### src/rtl/syn_down_cnt_if.sv
// Control and status bundle for syn_down_cnt. The master drives the controls and
// the counter (slave) returns its count and status flags.
interface syn_down_cnt_if #(
  parameter int WIDTH = 3
);
  logic             en;
  logic             load;
  logic [WIDTH-1:0] load_val;
  logic             mode;
  logic             start;
  logic             stop;
  logic [WIDTH-1:0] Q;
  logic             busy;
  logic             tc;
  logic             done;
  logic [7:0]       wrap_cnt;

  modport master (
    output en, load, load_val, mode, start, stop,
    input  Q, busy, tc, done, wrap_cnt
  );

  modport slave (
    input  en, load, load_val, mode, start, stop,
    output Q, busy, tc, done, wrap_cnt
  );
endinterface

### src/rtl/syn_down_cnt.sv
// Loadable falling-edge down counter with one-shot/periodic modes, used as an interval timer.
// Define DOWN_CNT_WRAP_CNT_EN to build the saturating periodic-reload counter on wrap_cnt.
module syn_down_cnt #(
  parameter int WIDTH = 3
) (
  input logic         clk,
  input logic         rst,
  syn_down_cnt_if.slave bus
);

  typedef enum logic [1:0] {IDLE, RUN, DONE} state_t;

  state_t           state;
  logic [WIDTH-1:0] q;
  logic [WIDTH-1:0] reload;
  logic [WIDTH-1:0] toggle;
  logic             busy_r;
  logic             done_r;
  logic             q_zero;

  assign q_zero = (q == '0);

  // Bit i flips on a decrement only when every lower bit is zero (borrow ripples up).
  // NOTE: every always_comb output gets a value on every path, so no latch is inferred.
  always_comb begin
    logic chain;
    chain = 1'b1;
    for (int i = 0; i < WIDTH; i++) begin
      toggle[i] = chain;
      chain     = chain & ~q[i];
    end
  end

  // NOTE: sequential state uses non-blocking assignments so every register samples pre-edge values.
  always_ff @(negedge clk) begin
    if (rst) begin
      q      <= '1;
      reload <= '1;
      state  <= IDLE;
      busy_r <= 1'b0;
      done_r <= 1'b0;
    end else begin
      done_r <= 1'b0;
      if (bus.load) begin
        q      <= bus.load_val;
        reload <= bus.load_val;
        state  <= IDLE;
        busy_r <= 1'b0;
      end else if (bus.stop && state == RUN) begin
        state  <= IDLE;
        busy_r <= 1'b0;
      end else if (bus.start && state != RUN) begin
        if (state == DONE) q <= reload;
        state  <= RUN;
        busy_r <= 1'b1;
      end else if (state == RUN && bus.en) begin
        if (!q_zero) begin
          q <= q ^ toggle;
        end else if (!bus.mode) begin
          state  <= DONE;
          busy_r <= 1'b0;
          done_r <= 1'b1;
        end else begin
          // Zero never wraps to all ones: periodic mode restarts from the reload value.
          q      <= reload;
          done_r <= 1'b1;
        end
      end
    end
  end

  assign bus.Q    = q;
  assign bus.busy = busy_r;
  assign bus.done = done_r;
  assign bus.tc   = (state == RUN) && q_zero;

`ifdef DOWN_CNT_WRAP_CNT_EN
  logic [7:0] wrap_q;
  logic       reload_evt;

  // Same condition as the periodic-reload branch above: load and stop both pre-empt it.
  assign reload_evt = (state == RUN) && !bus.load && !bus.stop && bus.en && q_zero && bus.mode;

  always_ff @(negedge clk) begin
    if (rst || bus.load) begin
      wrap_q <= '0;
    end else if (reload_evt && wrap_q != 8'hFF) begin
      wrap_q <= wrap_q + 8'd1;
    end
  end

  assign bus.wrap_cnt = wrap_q;
`else
  assign bus.wrap_cnt = '0;
`endif

endmodule

### src/flat_wrapper.sv
// flat-port wrapper written by rule: the top's interface ports become plain ports
module syn_down_cnt_flat 
#(
  parameter int WIDTH = 3
)
  (clk, rst, bus_en, bus_load, bus_load_val, bus_mode, bus_start, bus_stop, bus_Q, bus_busy, bus_tc, bus_done, bus_wrap_cnt);
  syn_down_cnt_if #(.WIDTH(WIDTH)) bus_i ();
  input logic clk;
  input logic rst;
  input wire logic [$bits(bus_i.en)-1:0] bus_en;
  input wire logic [$bits(bus_i.load)-1:0] bus_load;
  input wire logic [$bits(bus_i.load_val)-1:0] bus_load_val;
  input wire logic [$bits(bus_i.mode)-1:0] bus_mode;
  input wire logic [$bits(bus_i.start)-1:0] bus_start;
  input wire logic [$bits(bus_i.stop)-1:0] bus_stop;
  output wire logic [$bits(bus_i.Q)-1:0] bus_Q;
  output wire logic [$bits(bus_i.busy)-1:0] bus_busy;
  output wire logic [$bits(bus_i.tc)-1:0] bus_tc;
  output wire logic [$bits(bus_i.done)-1:0] bus_done;
  output wire logic [$bits(bus_i.wrap_cnt)-1:0] bus_wrap_cnt;
  assign bus_i.en = bus_en;
  assign bus_i.load = bus_load;
  assign bus_i.load_val = bus_load_val;
  assign bus_i.mode = bus_mode;
  assign bus_i.start = bus_start;
  assign bus_i.stop = bus_stop;
  assign bus_Q = bus_i.Q;
  assign bus_busy = bus_i.busy;
  assign bus_tc = bus_i.tc;
  assign bus_done = bus_i.done;
  assign bus_wrap_cnt = bus_i.wrap_cnt;
  syn_down_cnt #(.WIDTH(WIDTH)) u_core (.clk(clk), .rst(rst), .bus(bus_i));
endmodule
### config.mk
export PLATFORM = sky130hd
export DESIGN_NAME = syn_down_cnt_flat
export DESIGN_NICKNAME = d
export VERILOG_FILES = /design/src/rtl/syn_down_cnt_if.sv /design/src/rtl/syn_down_cnt.sv /design/src/flat_wrapper.sv
export SDC_FILE = /design/constraint.sdc
export NUM_CORES = 1
export LEC_CHECK = 0
export ABC_AREA = 0
export BUFFER_PORTS_ARGS = -buffer_cell sky130_fd_sc_hd__buf_2
export CELL_PAD_IN_SITES_DETAIL_PLACEMENT = 0
export CELL_PAD_IN_SITES_GLOBAL_PLACEMENT = 1
export CORE_AREA = 5 5 48 50
export CTS_CLUSTER_DIAMETER = 60
export DETAILED_ROUTE_END_ITERATION = 10
export DIE_AREA = 0 0 53 55
export PLACE_DENSITY = 0.77
export SLEW_MARGIN = 20
export SYNTH_ARGS = -nofsm -noshare
export SYNTH_HDL_FRONTEND = slang
export SYNTH_SLANG_ARGS = --single-unit
### constraint.sdc
create_clock -name clk -period 1.52 [get_ports clk]
set_input_delay 0.152 -clock clk [delete_from_list [all_inputs] [get_ports clk]]
set_output_delay 0.152 -clock clk [all_outputs]
set_load 0.005 [all_outputs]
Word-level counts from Yosys, hierarchy flattened. Cells that the tools add are included.

Add/subtract/negate cells: 0. Multipliers: 0. Divide/modulo/power cells: 0. Magnitude comparators: 0. Eq/ne operators: 7. Shift-type cells: 0. Mux-type cells: 16. Bitwise gates (word level): 6. Reduce and logical (&&, ||, !) cells: 14.

Operators by type and width (count): $mux 3 (7); $mux 1 (9); $reduce_and 3->1 (2); $reduce_or 5->1 (1); $logic_and 1x1->1 (4); $ne 2x1->1 const B (2); $ne 4x4->1 const B (1); $not 1->1 (4); $reduce_and 4->1 (1); $reduce_bool 2->1 (2); $reduce_or 4->1 (1); $logic_not 3->1 (1); $ne 3x3->1 const B (1); $reduce_bool 3->1 (1); $reduce_or 3->1 (1); $xor 3x3->3 (1); $eq 2x1->1 const B (1); $eq 2x2->1 const B (1); $ne 2x2->1 const B (1); $and 1x1->1 (1).

Register bits after elaboration: 10. Latch bits: 0. Memory bits (writable): 0. Bits in read-only memories: 0. Output and inout port bits: 14. Memories kept: 0.

Depth between registers and ports, before layout.
Depth after elaboration: 8. Mapped depth: 6.

==> parameters.txt <==
Parameter                              Value

Run status
  Run status ... finished, violations left
  Violated checks ... negative setup slack

Clock tree
  Clock tree from TritonCTS ... yes
  Hold buffer count at CTS ... 0
  Clock sink count ... 9
  Inserted Clock Buffers ... 3
  Clock transition at the register clock pins on the worst setup and hold paths after CTS ... 0.04 ns
  Clock root cell ... clkbuf_4
  Latest clock arrival within the worst-skew pair ... 0.32 ns
  Maximum level of the CTS H-tree ... 1
  Max clock buf depth ... 2

Power
  Reported leakage power ... 0.540 nW
  IR Drop Worst-Case VDD ... 0.323 mV
  Power density over cell area ... 681 mW/mm²

Synthesis
  Syn Inst Count ... 65
  Share of the synthesized area in the top cell type ... 33.5%
  Mapped cell area ... 538 µm²
  Fraction of the mapped netlist area in simple logic gates ... 26.0%
  XOR/XNOR Fraction of Synth Area ... 0%
  Average cell area after synthesis ... 8.28 µm²
  Adder and majority gate portion of the synthesized area ... 2.33%
  Fraction of synthesized area in multiplexers ... 0%
  Synth area leader ... dfxtp_1
  Top cells by area in the synthesized netlist ... dfxtp_1 33%, buf_4 11%, nand2b_1 5.8%
  #FFs+latches synth ... 9
  Distinct cell type count of the synthesized netlist ... 29
  Warning count from the yosys run ... 0
  Sequential area share after synthesis ... 33.5%
  Largest family of logic cells by synthesized area ... simple AND/OR/NAND/NOR gates
  Post-synthesis compound-gate area fraction ... 21.2%

Placed design
  Worst slack after detailed placement ... -0.394 ns
  Placed cells ... 125
  Placer Congestion ... 0.766
  Detail Placement HPWL ... 1.10 mm
  Port buffer count ... 15
  Cell area after placement ... 785 µm²

Min path
  Number of stages on the worst hold path ... 2
  Kind of path behind the tightest hold check ... reg2reg

Route
  Via total after detailed routing ... 622
  Post-DRT Antenna Nets ... 0
  DR pass1 iterations ... 4
  Iteration-0 DRC Markers ... 9
  Sum of routed wire length over all layers ... 1.54 mm
  Average via count per standard cell ... 4.23
  Number of remaining DRC errors ... 0
  Routed length per instance ... 10.5 µm

Finish
  Post-route cell area ... 0.00102 mm²
  Area grow syn2layout ... 90.0%
  Area of the multi-input gates ... 369 µm²
  Count of inserted antenna diode cells ... 0
  Fillers ... 178
  Count of nets after finishing ... 132
  Post-route insts no fill ... 147
  Fraction of final layout cells sized beyond drive strength 1 ... 52.5%
  Sequential standard cell area ... 185 µm²

Timing
  Number of failing setup endpoints in the final timing report ... 9
  Unrepaired setup endpoints after global routing ... true
  Final number of max-transition violations ... 0
  Final setup margin ... -0.470 ns
  Final setup skew ... 0.00914 ns
  Count of final hold-check violations ... 0

Critical path
  Slack of the worst reg-to-reg path ... -0.28 ns
  Critical path required time ... 1.37 ns
  Crit-path max FO ... 2
  Startpoint types ... register
  Kind of end point of the critical path ... output pin
  Cell count of the worst reg-to-reg path ... 11
  Crit path kind ... reg2out
  Arrival time at the worst endpoint ... 1.84 ns

Floorplan
  Die area ... 0.00292 mm²
  Placement row count ... 16
  Vertical extent of the die ... 55 µm
  Die outline width ... 53 µm
  Initial Utilization ... 28.9%
  IO Pins ... 24
  Area of the core region ... 0.00186 mm²

Global routing
  Antenna violations before repair ... 0
  Vias in the first global route ... 630
  GRT overflow ... 0
  Global-route usage over all layers ... 11.3%
  Maximum number of pins on one net before global-route repair ... 8
  Wire length of the first global-routing pass ... 2.34 mm

Flow run
  Max-capacitance violation count ... 0
-- cell type report --
| cell class | count | share of cell area (%) |
|---|---|---|
| clock buffer | 3 | 2.20 |
| clock inverter | 10 | 3.67 |
| inverter | 5 | 1.84 |
| multi-input combinational | 48 | 36.1 |
| sequential | 9 | 18.1 |
| tap | 27 | 3.30 |
| timing repair buffer | 45 | 34.8 |
-- worst paths after layout --
path | from | to
worst max-delay path | u_core.bus.Q[1]$_SDFFE_NP1P_ | bus_tc
worst min-delay path | u_core.reload[2]$_SDFFE_NP1P_ | u_core.reload[2]$_SDFFE_NP1P_
worst max register to register | u_core.bus.Q[1]$_SDFFE_NP1P_ | u_core.bus.Q[1]$_SDFFE_NP1P_
worst min register to register | u_core.reload[2]$_SDFFE_NP1P_ | u_core.reload[2]$_SDFFE_NP1P_
-- synthesized netlist by cell type --
| cell | n |
|---|---|
| or2_0 | 1 |
| nor2_1 | 3 |
| buf_4 | 8 |
| nand3b_1 | 3 |
| ha_1 | 1 |
| or3b_2 | 1 |
| o22ai_1 | 1 |
| a21boi_1 | 1 |
| o221ai_1 | 1 |
| nor3b_1 | 1 |
| a31oi_1 | 1 |
| a211oi_1 | 1 |
| dfxtp_1 | 9 |
| or3_1 | 1 |
| o21ai_0 | 4 |
| buf_2 | 1 |
| nor3_1 | 2 |
| nand2b_1 | 5 |
| o31ai_2 | 1 |
| nand2_1 | 3 |
| inv_1 | 6 |
| nor2b_1 | 1 |
| a211o_1 | 2 |
| o31a_1 | 1 |
| a21oi_1 | 2 |
| and2_1 | 1 |
| nor3b_2 | 1 |
| conb_1 | 1 |
| o41ai_1 | 1 |
-- layout by cell type, fill, tap and decap left out --
master,synthesis,final
conb_1,1,8
inv_2,0,2
inv_1,6,13
buf_6,0,12
nor3b_1,1,1
nand2_1,3,3
or2_0,1,1
o31ai_4,0,1
nor3b_4,0,1
ha_4,0,1
o21ai_0,4,2
o21ai_1,0,2
o41ai_4,0,1
dfxtp_1,9,5
a21boi_1,1,1
nor2_1,3,3
nor3_1,2,1
a211oi_1,1,1
nor3_2,0,1
buf_4,8,22
a211o_1,2,2
nand2b_1,5,4
or3b_4,0,1
nor2b_1,1,1
a21oi_1,2,2
a31oi_1,1,1
and2_1,1,1
o221ai_2,0,1
or3_4,0,1
o31a_1,1,1
nand3b_1,3,3
dfxtp_2,0,4
nand2b_4,0,1
o22ai_1,1,1
buf_2,1,11
clkbuf_4,0,3
-- layer usage --
layer	track usage, %	part of all wire (%)
met1	10.5	40
met2	19.4	52
met3	4.02	6.2
met4	10.6	1.8
met5	0	0
-- state kept, by name (all words and copies together) (netlist names) --
signal and cells:
u_core.reload 3, u_core.state 2, u_core.bus.Q 3, u_core.bus.done 1
-- cell families after synthesis --
kind of cell	count (synthesis)
other	1
adders and majority gates	1
AOI/OAI and AO/OA	16
DFF	9
buffers and inverters	15
and+or+nand+nor	23
-- what timing repair did --
item / CTS / global route
buffers inserted: 7 / 3
endpoints found under the setup margin: 10 / 11
resized for setup: 18 / 6
pin swaps: 7 / 5
-- worst max-delay path, stage by stage, from the launching register on --
cell and delay (ns):
dfxtp_2 0.32, inv_2 0.06, ha_4 0.15, nand2b_4 0.06, nor2_1 0.07, buf_2 0.11
-- where the power goes --
group | total, mW | switching (mW) | leakage [nW] | internal, mW
registers | 0.260 | 0.00764 | 0.0739 | 0.252
logic | 0.174 | 0.0709 | 0.399 | 0.103
clock network | 0.262 | 0.137 | 0.0671 | 0.125
total | 0.696 | 0.215 | 0.540 | 0.481
-- stage by stage --
stage	util (%)	TNS, ns	power [mW]	hold slack [ns]
global placement	42.1	-2.29	0.422	0.453
detailed placement	42.1	-2.39	0.424	0.460
CTS	52.2	-2.30	0.708	0.471
global route	54.9	-3.17	0.765	0.515
floorplan	-	-0.830	0.372	0.430
finish	54.9	-2.57	0.696	0.471
Power figures use the tool's default switching activity.
